## src/rtl/riscv_fetch_unit.sv

```systemverilog
// Instruction fetch unit: issues sequential fetches into a small instruction
// buffer, presents the buffer head to decode, and flushes/refetches on redirect.
module riscv_fetch_unit #(
   parameter int unsigned DEPTH     = 4,
   parameter logic [31:0] RESET_PC  = 32'h0000_0000,
   parameter logic [31:0] NOP_INSTR = 32'h0000_0013
) (
   input  logic        clk,
   input  logic        rst_n,
   output logic        imem_req,
   output logic [31:0] imem_addr,
   input  logic [31:0] imem_rdata,
   output logic        out_valid,
   output logic [31:0] out_instr,
   output logic [31:0] out_addr,
   input  logic        out_ready,
   input  logic        redirect,
   input  logic [31:0] redirect_addr
);

   localparam int unsigned PtrW = $clog2(DEPTH);
   localparam int unsigned CntW = PtrW + 1;

   logic [31:0]     pc_q, pc_d;
   logic            inflight_q, inflight_d;
   logic [31:0]     inflight_addr_q, inflight_addr_d;
   logic [PtrW-1:0] wr_ptr_q, wr_ptr_d;
   logic [PtrW-1:0] rd_ptr_q, rd_ptr_d;
   logic [CntW-1:0] count_q, count_d;
   logic [31:0]     instr_q [DEPTH];
   logic [31:0]     addr_q  [DEPTH];

   logic            push;
   logic            pop;
   logic [CntW-1:0] occupancy;

   // Request gating, push/pop decode and head-of-buffer presentation
   always_comb begin
      occupancy = count_q + CntW'(inflight_q);
      // rst_n gating keeps the request low while held in reset
      imem_req  = rst_n && !redirect && (occupancy < CntW'(DEPTH));
      imem_addr = pc_q;
      out_valid = (count_q != '0);
      out_instr = out_valid ? instr_q[rd_ptr_q] : NOP_INSTR;
      out_addr  = out_valid ? addr_q[rd_ptr_q] : 32'h0;
      // A redirect kills the in-flight response and blocks the pop
      push      = inflight_q && !redirect;
      pop       = out_valid && out_ready && !redirect;
   end

   // Next-state for PC, in-flight tracking, pointers and occupancy
   always_comb begin
      pc_d            = pc_q;
      inflight_d      = imem_req;
      inflight_addr_d = inflight_addr_q;
      wr_ptr_d        = wr_ptr_q;
      rd_ptr_d        = rd_ptr_q;
      count_d         = count_q;
      if (redirect) begin
         pc_d     = redirect_addr & 32'hFFFF_FFFC;
         wr_ptr_d = '0;
         rd_ptr_d = '0;
         count_d  = '0;
      end else begin
         if (imem_req) begin
            pc_d            = pc_q + 32'd4;
            inflight_addr_d = pc_q;
         end
         if (push) wr_ptr_d = wr_ptr_q + PtrW'(1);
         if (pop)  rd_ptr_d = rd_ptr_q + PtrW'(1);
         count_d = count_q + CntW'(push) - CntW'(pop);
      end
   end

   // Control state registers
   always_ff @(posedge clk or negedge rst_n) begin
      if (!rst_n) begin
         pc_q            <= RESET_PC & 32'hFFFF_FFFC;
         inflight_q      <= 1'b0;
         inflight_addr_q <= 32'h0;
         wr_ptr_q        <= '0;
         rd_ptr_q        <= '0;
         count_q         <= '0;
      end else begin
         pc_q            <= pc_d;
         inflight_q      <= inflight_d;
         inflight_addr_q <= inflight_addr_d;
         wr_ptr_q        <= wr_ptr_d;
         rd_ptr_q        <= rd_ptr_d;
         count_q         <= count_d;
      end
   end

   // Buffer storage: response and its request address written at the tail
   always_ff @(posedge clk or negedge rst_n) begin
      if (!rst_n) begin
         for (int i = 0; i < DEPTH; i++) begin
            instr_q[i] <= 32'h0;
            addr_q[i]  <= 32'h0;
         end
      end else if (push) begin
         instr_q[wr_ptr_q] <= imem_rdata;
         addr_q[wr_ptr_q]  <= inflight_addr_q;
      end
   end

   // Request gating must make a push into a full buffer unreachable
   overflow_a : assert property (@(posedge clk) disable iff (!rst_n)
      !(push && (count_q == CntW'(DEPTH))));

endmodule

```

## config.mk

```make
export PLATFORM = sky130hd
export DESIGN_NAME = riscv_fetch_unit
export DESIGN_NICKNAME = d
export VERILOG_FILES = /design/src/rtl/riscv_fetch_unit.sv
export SDC_FILE = /design/constraint.sdc
export NUM_CORES = 1
export LEC_CHECK = 0
export CAP_MARGIN = 30
export CORE_UTILIZATION = 49
export DETAILED_ROUTE_END_ITERATION = 8
export PLACE_DENSITY = 0.77
export REMOVE_ABC_BUFFERS = 1
export SYNTH_ARGS = -nofsm -noshare
export SYNTH_HDL_FRONTEND = slang
export SYNTH_SLANG_ARGS = --single-unit
```

## constraint.sdc

```tcl
create_clock -name clk -period 3.25 [get_ports clk]
set_input_delay 0.325 -clock clk [delete_from_list [all_inputs] [get_ports clk]]
set_output_delay 0.325 -clock clk [all_outputs]
set_load 0.05 [all_outputs]
```

# Yosys cells after proc, flatten, opt, wreduce, memory -nomap -nowiden
# Index checks and enable logic that the tools add are counted.
# Widths: inputs -> output; s select.
# word_totals
regBits,328
input_bits,68
out_inout_bits,98
word_cells,58
# classes
add_sub_neg,6
magnitude_cmp,4
muxes,19
n_bitwise,3
n_reduce_logical,12
# ops
op,n
$mux 32,9
$bwmux 128,2
$bmux 32 s2,2
$demux 32 s2,1
$add 32x3->32 const B,1
$mux 2,4
$add 3x1->3,2
$ge 3x3->1 const B,2
$logic_and 1x1->1,6
$not 2->3,2
$reduce_bool 2->1,3
$add 2x1->2 const B,2
$lt 3x1->1 const B,1
$lt 3x3->1 const B,1
$mux 3,1
$reduce_bool 3->1,1
$sub 3x1->3,1
$reduce_and 2->1,1
$logic_not 1->1,1
$not 1->1,1

# Logic depth before layout (Yosys ltp)
# Gate-level depths: netlist of run 1.
# logic_depth
ltp_word,6
ltp_mapped,12
ltp_nobuf,11

# Least setup slack after synthesis of run 1
# No wires, ideal clock.
# synth_path
path_kind,reg-to-reg
startpoint,reg pc_q[2] (netlist: imem_addr[2])
endpoint,reg pc_q[28] (netlist: imem_addr[28])
setup_ns,0.125
arrival_time_ns,2.125
required_time_ns,3.125
slack_ns,1.000
path_stages_with_launch,7
path_buffers,0
period_less_slack_ns,2.250
path_cell_list,dfrtp_1 > ha_1 > nand4_1 > nor4_2 > nand4_1 > xnor2_1 > mux2_2
# synth_via
elab_chain_cells,3
# synth_lines
element,line_no,text
from (decl),24,"logic [31:0] pc_q, pc_d;"
from (signal assigned),78,pc_q <= RESET_PC & 32'hFFFF_FFFC;
from (signal assigned),85,pc_q <= pc_d;
$add 32x3->32,66,pc_d = pc_q + 32'd4;
$mux 32,65,if (imem_req) begin
$mux 32,59,if (redirect) begin
# No other way between the ends. The select of a mux whose other input is x is not followed.
# A chain may end at the register's enable or synchronous reset.

# Worst setup path after layout of run 1
# layout_path
startpoint,reg rd_ptr_q[0]
endpoint,out out_instr[7]
# layout_via
elab_chain_cells,5
# layout_lines
element,line_no,text
from (decl),28,"logic [PtrW-1:0] rd_ptr_q, rd_ptr_d;"
from (signal assigned),89,rd_ptr_q <= rd_ptr_d;
$not 2->3 (not written as such),44,out_instr = out_valid ? instr_q[rd_ptr_q] : NOP_INSTR;
$bmux 32 s2,44,
$mux 32 (not written as such) (2 in series),44,
$mux 32,44,
to (decl),14,"output logic [31:0] out_instr,"
# No other way between the ends. The select of a mux whose other input is x is not followed.

==> run summary, run 1 <==
Sw Pwr -> 5680 uW
Primary FF master, synth -> dfrtp_1
Peak supply drop -> 0.512 mV
Worst-path fanout max -> 13
Tcrit/Tclk final -> 0.966
Die footprint -> 30000 um2
Routed vias -> 8695
Synthesized area -> 14400 um2
WP data arrival -> 2.81 ns
Post-synth EDFFs -> 0
TNS Setup -> 0 ns
Post-synth ARST share -> 1.00
Nets@finish -> 1218
Std cell rows -> 62
N_diodes -> 0
Crit path buffers/inverters -> 2
Min-Delay Path Class -> input pin to async pin
P_int -> 10500 uW
Synthesis Warnings -> 0
Antenna violations before repair -> 0
Via-to-Cell Ratio -> 5.61
DRT met1 WL -> 13900 um
I/O pin count -> 166
Crit path kind -> flip-flop to output port
Register-to-Register Path Depth -> 12
Count of final setup violators -> 0
Worst Path Required -> 2.92 ns
Share of the synthesized area in the top cell type -> 0.550
WL per Instance -> 20.2 um
Vias in the first global route -> 9270
Met2 routed WL -> 15000 um
Num CTS Buffers -> 36
DP HPWL -> 19400 um
Post-Synthesis Cells -> 981
Pin count of the biggest net entering global routing -> 138
Layout fillers -> 2171
Global Route Usage Sum -> 0.217
Share of cells above drive strength 1 -> 0.362
Clk slew on worst S/H paths -> 0.06 ns
Die Y -> 173 um
Final WS setup -> 0.111 ns
Syn avg cell area -> 14.7 um2
Sinks on Clock Net -> 316
Yosys top cell by area -> dfrtp_1
Fin cells -> 1549
Top sig layer -> met4
Core area -> 28800 um2
Seq pwr share -> 0.360
Multi-input gate area -> 6190 um2
Gpl congestion -> 0.761
Global route overflow -> 0
Slew Viols, Final -> 0
Power per cell area -> 912 nW/um2
Area growth syn-to-layout -> 23.6%
Slowest cell on crit path -> clkdlybuf4s50_1
TritonCTS clock tree -> built
Dpl ws -> 0.574 ns
Worst slew pin tran -> 0.904 ns
Final hold violation count -> 0
Switching Share -> 0.350
Status -> finished clean
Post-layout util -> 0.618
Tmin final -> 3.14 ns
First-pass GRT wire length -> 51300 um
Comb pwr share -> 0.385
Post-detailed-route count of antenna-violating nets -> 0
Met3 wire len -> 1720 um
Clk network pwr share -> 0.255
Post-CTS setup buffer count -> 0
Clock skew -> 0.0162 ns
Wirelength, routed -> 31200 um
CP Depth -> 4
Synth Register Bits -> 316
Static Leak -> 0.00831 uW
Synth area leaders -> dfrtp_1, mux2_2, mux4_2, and2_1, xor2_1
RSZ-0062 raised after global routing -> no
Drt first pass iters -> 5
Synth unique cells -> 39
Reg area -> 7920 um2
Cells along the critical path -> buf_4 -> mux4_2 -> and2_1 -> clkdlybuf4s50_1
Later-pin clock latency in the skew report -> 0.52 ns
CTS H-tree depth -> 2
Slowest stage delay, CP -> 0.73 ns
Die W -> 173 um
DRC Markers -> 0
CTS Root Cell -> clkbuf_16
DP Cell Count -> 1487
Max-Cap Viols -> 0
R2R Setup Slk -> 0.99 ns
Max-slew headroom -> 0.393
Iter 0 DRT Violations -> 461
F_max -> 0.319 GHz
Register area share after synthesis -> 0.550
Buffers on Ports -> 159
Initial Utilization -> 0.500
Top delay family on crit path -> buffers and inverters
Longest Clk Path Bufs -> 3
CP Capture Type -> output port
CP Launch Type -> flip-flop
## worst register-to-register path: stages (launching register included)
cell,delay (ns)
dfrtp_1,0.46
nor3_1,0.20
buf_4,0.17
inv_2,0.04
nand2_1,0.09
nor2_1,0.05
ha_1,0.29
inv_1,0.05
ha_1,0.13
inv_1,0.05
fa_1,0.37
xnor2_1,0.17
nor2_1,0.06
## final timing paths
path	from	end
max	rd_ptr_q[0]$_DFFE_PN0P_	out_instr[7]
min	rst_n	imem_addr[22]$_DFFE_PN0N_
max reg2reg	count_q[2]$_DFF_PN0_	count_q[2]$_DFF_PN0_
min reg2reg	addr_q[50]$_DFFE_PN0P_	addr_q[50]$_DFFE_PN0P_
max in group asynchronous	rst_n	rd_ptr_q[0]$_DFFE_PN0P_
min in group clk	redirect	count_q[1]$_DFF_PN0_
## synth_stat cells, drive strengths merged (2+ instances only)
cell / instances
dfrtp: 316
and3: 8
ha: 7
mux4: 62
o211ai: 3
and4: 4
or3: 2
mux2: 275
nand4b: 2
inv: 7
nand2: 44
or2: 3
xor2: 25
buf: 38
mux2i: 4
and2: 62
nor3: 3
nand4: 24
a31oi: 2
nand3: 11
nor2b: 2
o21ai: 30
clkbuf: 25
xnor2: 5
nor2: 10
## power by group through the flow
| stage | clock network [uW] | logic [uW] | registers [uW] |
|---|---|---|---|
| final | 4140 | 6250 | 5840 |
| after global routing | 4420 | 6620 | 6010 |
| after global placement | 0 | 6220 | 5830 |
| after CTS | 4240 | 6350 | 5840 |
| after floorplan | 0 | 4220 | 5880 |
| after detailed placement | 0 | 6320 | 5900 |
## stage by stage
step | total power, uW | cell area [um2] | hold slack (ns)
6_report | 16200 | 17800 | 0.261
5_1_grt | 17000 | 17800 | 0.269
4_1_cts | 16400 | 17700 | 0.261
3_5_place_dp | 12200 | 16500 | 0.199
3_3_place_gp | 12100 | 16500 | 0.194
2_1_floorplan | 10100 | 14100 | 0.0294
## layout by cell type (no fill, tap or decap), drive strengths merged, types with 2 or more instances in the layout
cell and instances:
a31oi 2, and2 62, and3 8, and4 4
buf 30, bufinv 5, clkbuf 51, clkdlybuf4s50 127
clkinv 4, conb 4, dfrtp 316, dlymetal6s2s 25
ha 7, inv 9, mux2 275, mux2i 4
mux4 62, nand2 44, nand3 11, nand4 24
nand4b 2, nor2 10, nor2b 2, nor3 3
o211ai 3, o21ai 30, or2 3, or3 2
xnor2 5, xor2 25
## cell families after synthesis
family / count (synthesis) / synth area share
mux: 341 / 0.317
flops: 316 / 0.550
simple gates: 179 / 0.0709
buf+inv: 71 / 0.0231
compound gates: 35 / 0.0129
xor+xnor: 30 / 0.0188
fa+ha+maj: 8 / 0.00748
other cells: 1 / 0.000261
## state kept, by name (all words and copies together) (netlist names)
| name | count |
|---|---|
| imem_addr | 30 |
| inflight_addr_q | 30 |
| rd_ptr_q | 2 |
| instr_q | 128 |
| count_q | 3 |
| wr_ptr_q | 2 |
| inflight_q | 1 |
| addr_q | 120 |
## metal layers
metal,GRT usage,vias up
li1,-,3874
met1,0.305,4528
met2,0.350,252
met3,0.0417,41
met4,0.0516,0
met5,0,-
## cell type report
class	instances	share of cell area
Tap cell	384	0.0270
Clock inverter	10	0.0103
Inverter	8	0.00169
Timing Repair Buffer	183	0.110
Sequential cell	316	0.445
Clock buffer	51	0.0578
Multi-Input combinational cell	597	0.348
## repair_timing
item / in CTS / in global routing
gates resized for setup: 0 / 25
hold endpoints to repair: 22 / 0
endpoints found under the setup margin: 0 / 25
hold buffers: 1 / 0
No activity file was read; power rests on OpenSTA's default activity.
==> run 2, diff against run 1 <==
--- a/config.mk
+++ b/config.mk
@@ -10,6 +10,7 @@
 export DETAILED_ROUTE_END_ITERATION = 8
 export PLACE_DENSITY = 0.77
 export REMOVE_ABC_BUFFERS = 1
+export SLEW_MARGIN = 25
 export SYNTH_ARGS = -nofsm -noshare
 export SYNTH_HDL_FRONTEND = slang
 export SYNTH_SLANG_ARGS = --single-unit
==> constraint.sdc (replaced) <==
create_clock -name clk -period 3.25 [get_ports clk]
set_input_delay 0.975 -clock clk [delete_from_list [all_inputs] [get_ports clk]]
set_output_delay 0.975 -clock clk [all_outputs]
set_load 0.05 [all_outputs]
==> run 2 against run 1 <==
- sequential power hardly changed
- count of clock-buffer cells in the layout is 3 lower
- wire length is 0.45% lower
- global-route usage is 0.49 points lower
- critical path depth stayed put
- cell count is 0.45% higher
- clock power is 4% lower
- combinational power is 6.4% higher
- largest cell class unchanged
==> run summary, run 2 (synthesis results as in run 1) <==
Gpl congestion -> 0.769 (was 0.761)
Die Y -> 173 um (unchanged)
CP startpoint -> rd_ptr_q[0]$_DFFE_PN0P_ (unchanged)
TritonCTS clock tree -> built (unchanged)
Max-slew headroom -> 0.389 (was 0.393)
Routed vias -> 8671 (was 8695)
Via-to-Cell Ratio -> 5.57 (was 5.61)
Layout fillers -> 2117 (was 2171)
Pin count of the biggest net entering global routing -> 173 (was 138)
Die W -> 173 um (unchanged)
Slew Viols, Final -> 0 (unchanged)
Number of flip-flops in the largest register -> 128 (unchanged)
Std cell rows -> 62 (unchanged)
Worst Path Required -> 2.27 ns (was 2.92 ns)
RSZ-0062 raised after global routing -> no (unchanged)
Dpl ws -> 0.319 ns (was 0.574 ns)
Power per cell area -> 919 nW/um2 (was 912 nW/um2)
Reg2reg start -> count_q[2]$_DFF_PN0_ (unchanged)
Peak supply drop -> 0.594 mV (was 0.512 mV)
DRC Markers -> 0 (unchanged)
Register-to-Register Path Depth -> 11 (was 12)
Top Registers -> instr_q: 128 flops, addr_q: 120 flops (unchanged)
Initial Utilization -> 0.500 (unchanged)
DP HPWL -> 19500 um (was 19400 um)
Max-Cap Viols -> 0 (unchanged)
Longest Clk Path Bufs -> 3 (unchanged)
F_max -> 0.315 GHz (was 0.319 GHz)
Clock skew -> 0.0123 ns (was 0.0162 ns)
Num CTS Buffers -> 34 (was 36)
TNS Setup -> 0 ns (unchanged)
Later-pin clock latency in the skew report -> 0.51 ns (was 0.52 ns)
Worst Setup EP -> out_addr[19] (was out_instr[7])
CTS Root Cell -> clkbuf_16 (unchanged)
Buffers on Ports -> 159 (unchanged)
First-pass GRT wire length -> 50300 um (was 51300 um)
Share of cells above drive strength 1 -> 0.420 (was 0.362)
Switching Share -> 0.350 (about the same)
Final hold violation count -> 0 (unchanged)
Antenna violations before repair -> 1 (was 0)
Post-detailed-route count of antenna-violating nets -> 0 (unchanged)
Reg with most FFs -> instr_q (unchanged)
Clk slew on worst S/H paths -> 0.06 ns (about the same)
Iter 0 DRT Violations -> 458 (was 461)
Die footprint -> 30000 um2 (unchanged)
I/O pin count -> 166 (unchanged)
Most common cell after layout, fill and taps aside -> dfrtp_1 (unchanged)
Worst-path fanout max -> 21 (was 13)
Comb pwr share -> 0.404 (was 0.385)
Seq pwr share -> 0.353 (was 0.360)
P_int -> 10700 uW (was 10500 uW)
Min-Delay Path Class -> input pin to async pin (unchanged)
CP Launch Type -> flip-flop (unchanged)
R2R Setup Slk -> 0.81 ns (was 0.99 ns)
Vias in the first global route -> 9059 (was 9270)
Clk network pwr share -> 0.242 (was 0.255)
Sinks on Clock Net -> 316 (unchanged)
WL per Instance -> 20.0 um (was 20.2 um)
Static Leak -> 0.00811 uW (was 0.00831 uW)
Crit path kind -> flip-flop to output port (unchanged)
Final WS setup -> 0.0788 ns (was 0.111 ns)
CTS H-tree depth -> 2 (unchanged)
Global route overflow -> 0 (unchanged)
Count of final setup violators -> 0 (unchanged)
Tcrit/Tclk final -> 0.976 (was 0.966)
Global Route Usage Sum -> 0.212 (was 0.217)
Area after DPL -> 16700 um2 (was 16500 um2)
Wirelength, routed -> 31100 um (was 31200 um)
Nets@finish -> 1225 (was 1218)
Status -> finished clean (unchanged)
Area growth syn-to-layout -> 24.3% (was 23.6%)
Design Area, Final -> 17900 um2 (was 17800 um2)
Sw Pwr -> 5760 uW (was 5680 uW)
Reg2Reg Capture Point -> count_q[2]$_DFF_PN0_ (unchanged)
Hold_buf cts -> 0 (was 1)
N_diodes -> 0 (unchanged)
Most frequent cells in the layout -> dfrtp_1, mux2_2, clkdlybuf4s50_1 (unchanged)
CP Capture Type -> output port (unchanged)
Drt first pass iters -> 4 (was 5)
WP data arrival -> 2.20 ns (was 2.81 ns)
Tmin final -> 3.17 ns (was 3.14 ns)
Core area -> 28800 um2 (unchanged)
Worst slew pin tran -> 0.916 ns (was 0.904 ns)
-- run 2: cell count changes in the layout (fill, tap and decap cells not counted), moves of 3 or more --
cell and delta:
buf_4 +44, clkdlybuf4s50_1 -34, dlymetal6s2s_1 -25, buf_12 +24, clkbuf_1 -3, clkinv_2 +3
-- run 2: how the worst min path moves through the flow --
stage,start,end,slack (ns)
2_1_floorplan,addr_q[50]$_DFFE_PN0P_,addr_q[50]$_DFFE_PN0P_,0.44
3_5_place_dp,addr_q[18]$_DFFE_PN0P_,addr_q[18]$_DFFE_PN0P_,0.47
3_3_place_gp,addr_q[114]$_DFFE_PN0P_,addr_q[114]$_DFFE_PN0P_,0.46
5_1_grt,rst_n,rd_ptr_q[1]$_DFFE_PN0P_,0.46
4_1_cts,rst_n,rd_ptr_q[1]$_DFFE_PN0P_,0.44
6_report,rst_n,rd_ptr_q[1]$_DFFE_PN0P_,0.44
-- run 2: worst max-delay path: stages, from the launching register on --
cell and delay, ns:
dfrtp_4 0.52, buf_12 0.24, mux4_2 0.56, and2_1 0.21, buf_12 0.15
-- run 2: area by class of cell --
cell class | count | area (um2) | share of cell area
Clock inverter | 11 | 159 | 0.00888
Clock buffer | 48 | 995 | 0.0556
Multi-Input combinational cell | 597 | 6190 | 0.346
Tap cell | 384 | 480 | 0.0269
Timing Repair Buffer | 192 | 2120 | 0.119
Inverter | 8 | 30.0 | 0.00168
Sequential cell | 316 | 7920 | 0.443
-- run 2: per-layer routing --
layer	track usage	wire [um]	part of all wire
met5	0	13	0.00042
met4	0.0553	658	0.021
met2	0.345	15200	0.49
met3	0.0425	1560	0.050
met1	0.293	13600	0.44
-- run 2: power by group through the flow --
stage | Combinational, uW | Clock (uW) | Sequential (uW)
after floorplan | 4220 | 0 | 5880
final | 6650 | 3990 | 5810
after CTS | 6740 | 4070 | 5810
after global placement | 6560 | 0 | 5820
after global routing | 7040 | 4220 | 5970
after detailed placement | 6660 | 0 | 5890
-- run 2: stage by stage --
| stage | power [uW] | util | std cells | hold slack [ns] |
|---|---|---|---|---|
| floorplan | 10100 | - | 921 | 0.445 |
| global placement | 12400 | 0.581 | 1496 | 0.459 |
| detailed placement | 12600 | 0.581 | 1496 | 0.474 |
| CTS | 16600 | 0.621 | 1556 | 0.438 |
| global route | 17200 | 0.621 | 1556 | 0.461 |
| finish | 16400 | 0.621 | 1556 | 0.442 |
-- run 2: repair_timing --
item,CTS,global route
endpoints found under the hold margin,0,0
buffers inserted,1,0
setup endpoints to repair,41,1
gates resized for setup,0,1
gates cloned,0,0
==> run 3, diff against run 2 <==
--- a/config.mk
+++ b/config.mk
@@ -6,9 +6,9 @@
 export NUM_CORES = 1
 export LEC_CHECK = 0
 export CAP_MARGIN = 30
-export CORE_UTILIZATION = 49
+export CORE_UTILIZATION = 55
 export DETAILED_ROUTE_END_ITERATION = 8
-export PLACE_DENSITY = 0.77
+export PLACE_DENSITY = 0.84
 export REMOVE_ABC_BUFFERS = 1
 export SLEW_MARGIN = 25
 export SYNTH_ARGS = -nofsm -noshare
==> constraint.sdc (replaced) <==
create_clock -name clk -period 3.9 [get_ports clk]
set_input_delay 1.17 -clock clk [delete_from_list [all_inputs] [get_ports clk]]
set_output_delay 1.17 -clock clk [all_outputs]
set_load 0.05 [all_outputs]
==> run 3 against run 2 <==
- clock power shrank 18%
- count of clock-buffer cells in the layout grew 2
- cell count shrank 3.7%
- hold slack gained 0.045 ns
- die area shrank 11%
- sequential cell count is the same
- largest power group unchanged
- highest routed layer is now met4
==> run summary, run 3 (synthesis results as in run 1) <==
Most common cell after layout, fill and taps aside -> dfrtp_1 (unchanged)
Area growth syn-to-layout -> 21.3% (was 24.3%)
Die footprint -> 26800 um2 (was 30000 um2)
Slowest stage delay, CP -> 0.66 ns (was 0.56 ns)
Seq pwr share -> 0.365 (was 0.353)
Comb pwr share -> 0.390 (was 0.404)
Peak supply drop -> 0.577 mV (was 0.594 mV)
Global route overflow -> 0 (unchanged)
Top Registers -> instr_q: 128 flops, addr_q: 120 flops (unchanged)
Multi-input gate area -> 6190 um2 (unchanged)
Final WS setup -> 0.115 ns (was 0.0788 ns)
CP Capture Type -> output port (unchanged)
Power per cell area -> 762 nW/um2 (was 919 nW/um2)
Top cell by count, worst path -> buf_4 (was buf_12)
Sw Pwr -> 4750 uW (was 5760 uW)
Cells along the critical path -> buf_4 -> mux4_2 -> and2_1 -> buf_4 (was buf_12 -> mux4_2 -> and2_1 -> buf_12)
CTS H-tree depth -> 2 (unchanged)
Via-to-Cell Ratio -> 5.88 (was 5.57)
Crit path buffers/inverters -> 2 (unchanged)
Area after DPL -> 16200 um2 (was 16700 um2)
Nets@finish -> 1218 (was 1225)
Initial Utilization -> 0.566 (was 0.500)
Antenna violations before repair -> 2 (was 1)
Core area -> 25400 um2 (was 28800 um2)
Share of cells above drive strength 1 -> 0.407 (was 0.420)
DP HPWL -> 19500 um (about the same)
Top delay family on crit path -> buffers and inverters (was multiplexers)
Min-Delay Path Class -> flip-flop to flip-flop (was input pin to async pin)
Global Route Usage Sum -> 0.245 (was 0.212)
Longest Clk Path Bufs -> 3 (unchanged)
I/O pin count -> 166 (unchanged)
Sinks on Clock Net -> 316 (unchanged)
Clk network pwr share -> 0.246 (was 0.242)
Reg with most FFs -> instr_q (unchanged)
TritonCTS clock tree -> built (unchanged)
DP Cell Count -> 1432 (was 1496)
Status -> finished clean (unchanged)
Switching Share -> 0.357 (was 0.350)
Static Leak -> 0.00796 uW (was 0.00811 uW)
Buffers on Ports -> 159 (unchanged)
Post-CTS setup buffer count -> 3 (was 1)
CP Launch Type -> flip-flop (unchanged)
Crit path kind -> flip-flop to output port (unchanged)
TNS Setup -> 0 ns (unchanged)
Most frequent cells in the layout -> dfrtp_1, mux2_2, clkdlybuf4s50_1 (unchanged)
Dpl ws -> 0.456 ns (was 0.319 ns)
WL per Instance -> 20.9 um (was 20.0 um)
Tmin final -> 3.78 ns
Post-detailed-route count of antenna-violating nets -> 0 (unchanged)
Design Area, Final -> 17500 um2 (was 17900 um2)
Routed vias -> 8801 (was 8671)
Worst-path fanout max -> 42 (was 21)
CTS Root Cell -> clkbuf_16 (unchanged)
Die Y -> 164 um (was 173 um)
Max-Cap Viols -> 0 (unchanged)
WHS -> 0.487 ns (was 0.442 ns)
Vias in the first global route -> 9259 (was 9059)
First-pass GRT wire length -> 50500 um (was 50300 um)
Worst slew pin tran -> 0.849 ns (was 0.916 ns)
Clock skew -> 0.0176 ns (was 0.0123 ns)
Slowest cell on crit path -> dfrtp_4 (was mux4_2)
Std cell rows -> 58 (was 62)
Reg area -> 7920 um2 (unchanged)
Pin count of the biggest net entering global routing -> 193 (was 173)
Fin cells -> 1498 (was 1556)
Iter 0 DRT Violations -> 617 (was 458)
Hold_buf cts -> 0 (unchanged)
Max-slew headroom -> 0.429 (was 0.389)
Wirelength, routed -> 31200 um (was 31100 um)
DRC Markers -> 0 (unchanged)
Die W -> 164 um (was 173 um)
P_int -> 8550 uW (was 10700 uW)
Tcrit/Tclk final -> 0.970
Count of final setup violators -> 0 (unchanged)
WP data arrival -> 2.61 ns (was 2.20 ns)
Slew Viols, Final -> 0 (unchanged)
F_max -> 0.264 GHz
Gpl congestion -> 0.789 (was 0.769)
Num CTS Buffers -> 34 (unchanged)
Post-CTS resize count -> 0 (unchanged)
Later-pin clock latency in the skew report -> 0.51 ns (about the same)
Final hold violation count -> 0 (unchanged)
Drt first pass iters -> 5 (was 4)
RSZ-0062 raised after global routing -> no (unchanged)
Clk slew on worst S/H paths -> 0.06 ns (about the same)
Worst Path Required -> 2.73 ns (was 2.27 ns)
Layout fillers -> 1720 (was 2117)
Number of flip-flops in the largest register -> 128 (unchanged)
-- run 3: cell types whose count changed in the layout (fill, tap and decap cells not counted) --
cell / previous run / this run
buf_12: 35 / 7
diode_2: 0 / 2
buf_4: 61 / 71
clkbuf_1: 6 / 7
buf_16: 0 / 1
bufinv_16: 4 / 3
clkdlybuf4s50_1: 93 / 103
clkbuf_8: 7 / 8
-- run 3: power by group through the flow --
stage	combinational [uW]	sequential [uW]	clock, uW
after floorplan	3510	4900	0
after global placement	5010	4880	0
after detailed placement	5110	4950	0
after CTS	5240	4850	3320
after global routing	5490	4980	3470
final	5180	4850	3270
-- run 3: worst register-to-register path: cells and delay by family, from the launching register on --
kind,cells,cell delay (ns)
buffers and inverters,5,0.61
AND/OR/NAND/NOR,4,0.47
adder cells (fa/ha/maj),3,0.80
flip-flops,1,0.47
XOR/XNOR,1,0.20
-- run 3: worst paths after layout --
path | to | slack [ns] | cells past startpoint | from
min in group asynchronous | addr_q[18]$_DFFE_PN0P_ | 0.68 | 2 | rst_n
hold / removal | addr_q[50]$_DFFE_PN0P_ | 0.49 | 2 | addr_q[50]$_DFFE_PN0P_
setup / recovery | out_addr[24] | 0.12 | 4 | rd_ptr_q[1]$_DFFE_PN0P_
hold reg to reg | addr_q[50]$_DFFE_PN0P_ | 0.49 | 2 | addr_q[50]$_DFFE_PN0P_
max in group asynchronous | addr_q[84]$_DFFE_PN0P_ | 2.10 | 3 | rst_n
setup reg to reg | count_q[2]$_DFF_PN0_ | 1.21 | 13 | count_q[2]$_DFF_PN0_
-- run 3: cell type report --
type	instances	share of cell area
tap	330	0.0237
timing repair buffer	185	0.101
multi-input combinational	597	0.354
inverter	8	0.00172
antenna	2	0.000287
clock buffer	50	0.0580
sequential	316	0.454
clock inverter	10	0.00738
-- run 3: per-stage QoR --
stage                      util  power [uW]
after global placement    0.639        9890
after detailed placement  0.639       10100
after CTS                 0.686       13400
final                     0.687       13300
after floorplan               -        8410
after global routing      0.687       13900
-- run 3: layer usage --
layer	vias up	GRT usage	wire, um	share of wire
li1	3882	-	-	-
met1	4615	0.339	13300	0.43
met2	253	0.401	15300	0.49
met3	51	0.0465	1960	0.063
met4	0	0.0640	628	0.020
met5	-	0	0	0
